<file path="config.mk">
export PLATFORM = sky130hd
export DESIGN_NAME = mem_arbiter
export DESIGN_NICKNAME = d
export VERILOG_FILES = /design/src/rtl/mem_arb_pkg.sv /design/src/rtl/mem_arbiter.sv
export SDC_FILE = /design/constraint.sdc
export NUM_CORES = 1
export LEC_CHECK = 0
export BUFFER_PORTS_ARGS = -buffer_cell sky130_fd_sc_hd__buf_2
export CORE_ASPECT_RATIO = 0.6
export CORE_MARGIN = 2
export CORE_UTILIZATION = 26
export CTS_CLUSTER_SIZE = 10
export DETAILED_ROUTE_END_ITERATION = 12
export PLACE_DENSITY_LB_ADDON = 0.15
export SKIP_CTS_REPAIR_TIMING = 1
export SYNTH_ARGS = -nofsm -noshare
export SYNTH_HDL_FRONTEND = slang
export SYNTH_SLANG_ARGS = --single-unit
</file>
<file path="constraint.sdc">
create_clock -name clk -period 2.1 [get_ports clk]
set_input_delay 0.42 -clock clk [delete_from_list [all_inputs] [get_ports clk]]
set_output_delay 0.42 -clock clk [all_outputs]
set_load 0.03 [all_outputs]
</file>
<file path="src/rtl/mem_arb_pkg.sv">
// Shared types and default timing constants for the instruction/data memory arbiter.
package mem_arb_pkg;

    typedef enum logic [1:0] {
        IDLE   = 2'd0,
        ACCESS = 2'd1,
        RESP   = 2'd2
    } state_t;

    typedef enum logic {
        GNT_I = 1'b0,
        GNT_D = 1'b1
    } gnt_t;

    localparam int DEF_LATENCY    = 4;
    localparam int DEF_STARVE_MAX = 3;

endpackage

</file>
<file path="src/rtl/mem_arbiter.sv">
// Shares one 16-bit memory port between instruction and data requesters; D wins unless I has starved.
// Valid pulses LATENCY+1 cycles after the grant edge; one access per LATENCY+2 cycles; requests hold until valid.
module mem_arbiter
    import mem_arb_pkg::*;
#(
    parameter int ADDR_WIDTH = 16,
    parameter int LATENCY    = DEF_LATENCY,
    parameter int STARVE_MAX = DEF_STARVE_MAX
) (
    input  logic                  clk,
    input  logic                  rst,
    input  logic                  if_req,
    input  logic [ADDR_WIDTH-1:0] if_addr,
    output logic [15:0]           if_data,
    output logic                  if_valid,
    input  logic                  d_req,
    input  logic                  d_wr,
    input  logic [ADDR_WIDTH-1:0] d_addr,
    input  logic [15:0]           d_wdata,
    output logic [15:0]           d_rdata,
    output logic                  d_valid,
    output logic                  mem_enable,
    output logic                  mem_wr,
    output logic [ADDR_WIDTH-1:0] mem_addr,
    output logic [15:0]           mem_data_in,
    input  logic [15:0]           mem_data_out,
    output logic                  busy
);

    localparam int              SW         = (STARVE_MAX < 1) ? 1 : $clog2(STARVE_MAX + 1);
    localparam logic [3:0]      CNT_LOAD   = 4'(LATENCY - 1);
    localparam logic [SW-1:0]   STARVE_LIM = SW'(STARVE_MAX);
    localparam logic [ADDR_WIDTH-1:0] EVEN_MASK = ~(ADDR_WIDTH'(1));

    state_t                state_q, state_d;
    gnt_t                  gnt_q, gnt_d;
    logic [3:0]            cnt_q, cnt_d;
    logic [SW-1:0]         starve_q, starve_d;
    logic [ADDR_WIDTH-1:0] addr_q, addr_d;
    logic                  wr_q, wr_d;
    logic [15:0]           wdata_q, wdata_d;
    logic [15:0]           if_data_q, if_data_d;
    logic [15:0]           d_rdata_q, d_rdata_d;
    logic                  last_cycle;
    logic                  pick_i;

    assign last_cycle = (state_q == ACCESS) && (cnt_q == 4'd0);
    assign pick_i     = if_req && (!d_req || (starve_q == STARVE_LIM));

    always_comb begin
        state_d   = state_q;
        gnt_d     = gnt_q;
        cnt_d     = cnt_q;
        starve_d  = starve_q;
        addr_d    = addr_q;
        wr_d      = wr_q;
        wdata_d   = wdata_q;
        if_data_d = if_data_q;
        d_rdata_d = d_rdata_q;

        case (state_q)
            IDLE: begin
                if (if_req || d_req) begin
                    state_d = ACCESS;
                    cnt_d   = CNT_LOAD;
                    if (pick_i) begin
                        gnt_d    = GNT_I;
                        addr_d   = if_addr;
                        wr_d     = 1'b0;
                        wdata_d  = '0;
                        starve_d = '0;
                    end else begin
                        gnt_d   = GNT_D;
                        addr_d  = d_addr;
                        wr_d    = d_wr;
                        wdata_d = d_wdata;
                        if (if_req) begin
                            starve_d = starve_q + 1'b1;
                        end
                    end
                end
            end
            ACCESS: begin
                if (cnt_q == 4'd0) begin
                    state_d = RESP;
                    // Read data is captured on the same edge that leaves ACCESS.
                    if (!wr_q) begin
                        if (gnt_q == GNT_I) begin
                            if_data_d = mem_data_out;
                        end else begin
                            d_rdata_d = mem_data_out;
                        end
                    end
                end else begin
                    cnt_d = cnt_q - 4'd1;
                end
            end
            RESP: begin
                state_d = IDLE;
            end
            default: begin
                state_d = IDLE;
            end
        endcase
    end

    always_ff @(posedge clk or posedge rst) begin
        if (rst) begin
            state_q   <= IDLE;
            gnt_q     <= GNT_I;
            cnt_q     <= '0;
            starve_q  <= '0;
            addr_q    <= '0;
            wr_q      <= 1'b0;
            wdata_q   <= '0;
            if_data_q <= '0;
            d_rdata_q <= '0;
        end else begin
            state_q   <= state_d;
            gnt_q     <= gnt_d;
            cnt_q     <= cnt_d;
            starve_q  <= starve_d;
            addr_q    <= addr_d;
            wr_q      <= wr_d;
            wdata_q   <= wdata_d;
            if_data_q <= if_data_d;
            d_rdata_q <= d_rdata_d;
        end
    end

    // Port controls decode from registered state so reset silences them immediately.
    assign mem_enable  = (state_q == ACCESS);
    assign mem_wr      = last_cycle && wr_q;
    assign mem_addr    = mem_enable ? (addr_q & EVEN_MASK) : '0;
    assign mem_data_in = mem_enable ? wdata_q : '0;
    assign busy        = (state_q != IDLE);
    assign if_valid    = (state_q == RESP) && (gnt_q == GNT_I);
    assign d_valid     = (state_q == RESP) && (gnt_q == GNT_D);
    assign if_data     = if_data_q;
    assign d_rdata     = d_rdata_q;

endmodule

</file>
==> run metrics <==
run status completed; buffer cell driving the clock tree root sky130_fd_sc_hd__clkbuf_16; Routed wire per std cell 15.4 µm; number of fillers in the final layout 1320; reg2reg setup slack 0.21 ns; stage delay of the slowest cell on the critical path 0.40 ns; largest net degree at the start of global routing 40; worst hold-check path type primary input to async pin; Crit. End Element output port; Initial DRC Count 85; Syn. warnings 0; post-detailed-placement cell area 0.00423 mm²; Netlist Area Pre-Place 0.00337 mm²; class of the most critical setup path flip-flop to output port; smallest hold slack 0.0833 ns; initial antenna violation count 2; final max-slew violation count 0; Die Outline Area 0.0139 mm²; M1 wire length 4640 µm; design area 0.00460 mm²; actual transition at the worst max-transition pin 0.911 ns; half-perimeter wire length of the detailed placement result 6580 µm; number of buffers inserted during clock tree synthesis 9; Tot GR Track Use 14.0%; area overhead of the layout relative to synthesis 36.3%; Longest Clk Path Bufs 2; post-DR vias/cell 4.51; die outline height 92.2 µm; sequential fraction of the synthesis area 54.2%; final routed wirelength across all metal layers 9250 µm; Max Cap Viol 0; via count of the first global-routing pass 2743; total chip power 8.23 mW; Ant. Diodes 0; Cell Rows 32; Max-Slew Margin vs Limit 39.2%; Post-Route Skew 0.00763 ns; share of cells above drive strength 1 48.5%; Starting Density 26.4%; routed wl met2 3800 µm; flops & latches, synth 73; Multi-input gate area 0.00140 mm²; data arrival time of the worst path 1.60 ns; Buffers & Inverters on Critical Path 2; critical-path cell with the highest stage delay sky130_fd_sc_hd__dfrtp_1; total area of sequential cells 0.00183 mm²; synthesized area per cell 11.8 µm²; Synth Instances 285; antenna-violating nets left 0; CTS HTree Levels 3; static power due to leakage 2.25 nW; PortBufs 134; final number of setup-violating endpoints 0; Final period util 96.1%; amount of wire on met3 after detailed routing 701 µm; clock network latency to the later pin of the worst-skew pair 0.33 ns; CTS tree yes; grt total ovfl 0; Max Fclk 0.496 GHz; count of vias placed by the detailed router 2700; crit path max fanout 4; number of nets produced by synthesis 357; type of origin of the critical path flip-flop; clock edge transition at the registers on the reported setup and hold paths 0.06 ns; placeable core region 0.0128 mm²; critical-path cell list inv_1 > ha_2 > nor3b_4 > and3_4 > buf_6; First-pass DRT Iterations 4; DRC Markers 0; utilization of the core after routing 36.0%; total clock sinks 73; reg-to-reg critical path endpoint d_rdata[4]; synth unique cells 41; Worst R2R Start cnt_q[1]; top cell family by delay on the critical path simple AND/OR/NAND/NOR gates; total number of nets in the final design 496; number of ports placed on the die boundary 138; endpoints failing hold 0; maximum resistive drop on vdd 0.679 mV; RD Place Congestion 0.730; final critical delay including setup and external delays 2.02 ns; top routing layer in use met5; power density over cell area 1790 mW/mm²; die span in x 151 µm; r2r worst-path depth 7; worst path required time 1.68 ns; first-pass GRT wire length 14700 µm
[metal layers]
metal | up-vias | GRT usage (%)
met5 | - | 0
met4 | 2 | 3.04
met2 | 78 | 18.8
met3 | 10 | 5.77
met1 | 1312 | 20.6
li1 | 1298 | -
[area by class of cell]
class,instances,area share [%]
multi-input combinational,184,30.5
inverter,7,0.653
tap,170,4.63
sequential,73,39.7
clock buffer,10,5.20
timing repair buffer,149,17.9
clock inverter,6,1.44
[worst max path at each step]
stage / cells after the start / slack [ns] / to / start
4_1_cts: 5 / -0.16 / mem_wr / cnt_q[0]
3_5_place_dp: 4 / 0.15 / addr_q[9] / d_req
3_3_place_gp: 5 / 0.19 / if_data[3] / cnt_q[0]
2_1_floorplan: 4 / 0.13 / mem_data_in[10] / state_q[1]
5_1_grt: 5 / -0.02 / mem_wr / cnt_q[1]
6_report: 5 / 0.08 / mem_wr / cnt_q[1]
[registers in the layout, summed over array words and instances, names as in the netlist]
signal / flops
addr_q: 15
cnt_q: 4
d_rdata: 16
gnt_q: 1
if_data: 16
starve_q: 2
state_q: 2
wdata_q: 16
wr_q: 1
[cells by family (layout without fill, tap and decap cells)]
family,after synthesis,after routing,share of synthesized area (%)
AOI/OAI and AO/OA,73,73,13.6
muxes,34,34,12.4
DFF,73,73,54.2
buffers and inverters,28,172,4.67
and+or+nand+nor,73,73,13.9
other,1,1,0.111
adders and majority gates,3,3,1.11
[layout by cell type (no fill, tap or decap), drive strengths merged, types with 2 or more instances in the layout]
master,count
ha,3
clkinvlp,4
buf,148
nor2,4
o21ai,19
clkbuf,11
inv,7
and2,33
nand2,4
a21oi,18
a22o,17
nor3,3
nor3b,2
a21o,2
dfrtp,73
mux2i,2
mux2,32
a31oi,15
nand2b,2
nand3,17
[cells in the mapped netlist, drive strengths merged]
master	instances	area share (%)
dfrtp	73	54
and2	33	6.2
mux2	32	12
o21ai	19	2.8
a21oi	18	2.7
a22o	17	4.4
nand3	17	2.9
a31oi	15	2.8
clkbuf	11	1.2
buf	10	2.7
inv	7	0.78
nand2	4	0.52
nor2	4	0.44
ha	3	1.1
nor3	3	0.44
a21o	2	0.44
mux2i	2	0.59
nand2b	2	0.37
nor3b	2	0.78
and2b	1	0.22
and3	1	0.22
and3b	1	0.26
conb	1	0.11
nand4b	1	0.70
nor2b	1	0.19
o211a	1	0.30
o211ai	1	0.22
or2	1	0.19
or3b	1	0.26
or4	1	0.26
[where the power goes]
group / leakage (nW) / switching (mW) / internal (mW) / total, mW
combinational: 1.24 / 2.62 / 1.57 / 4.19
clock: 0.141 / 0.604 / 0.954 / 1.56
sequential: 0.867 / 0.387 / 2.09 / 2.48
total: 2.25 / 3.61 / 4.62 / 8.23
[worst register-to-register path, cell delays in order (launching register included)]
cell and delay, ns:
sky130_fd_sc_hd__dfrtp_1 0.40, sky130_fd_sc_hd__inv_1 0.09, sky130_fd_sc_hd__ha_2 0.19, sky130_fd_sc_hd__nor3b_4 0.25, sky130_fd_sc_hd__buf_4 0.18, sky130_fd_sc_hd__nand4b_4 0.09
sky130_fd_sc_hd__buf_4 0.24, sky130_fd_sc_hd__mux2_4 0.34
[metrics by stage]
stage,worst slack [ns],TNS (ns),std cells
after floorplan,0.131,0,285
after global placement,0.195,0,580
after detailed placement,0.155,0,580
after CTS,-0.163,-0.925,596
after global routing,-0.0204,-0.0204,599
final,0.0820,0,599
Power figures use the tool's default switching activity.
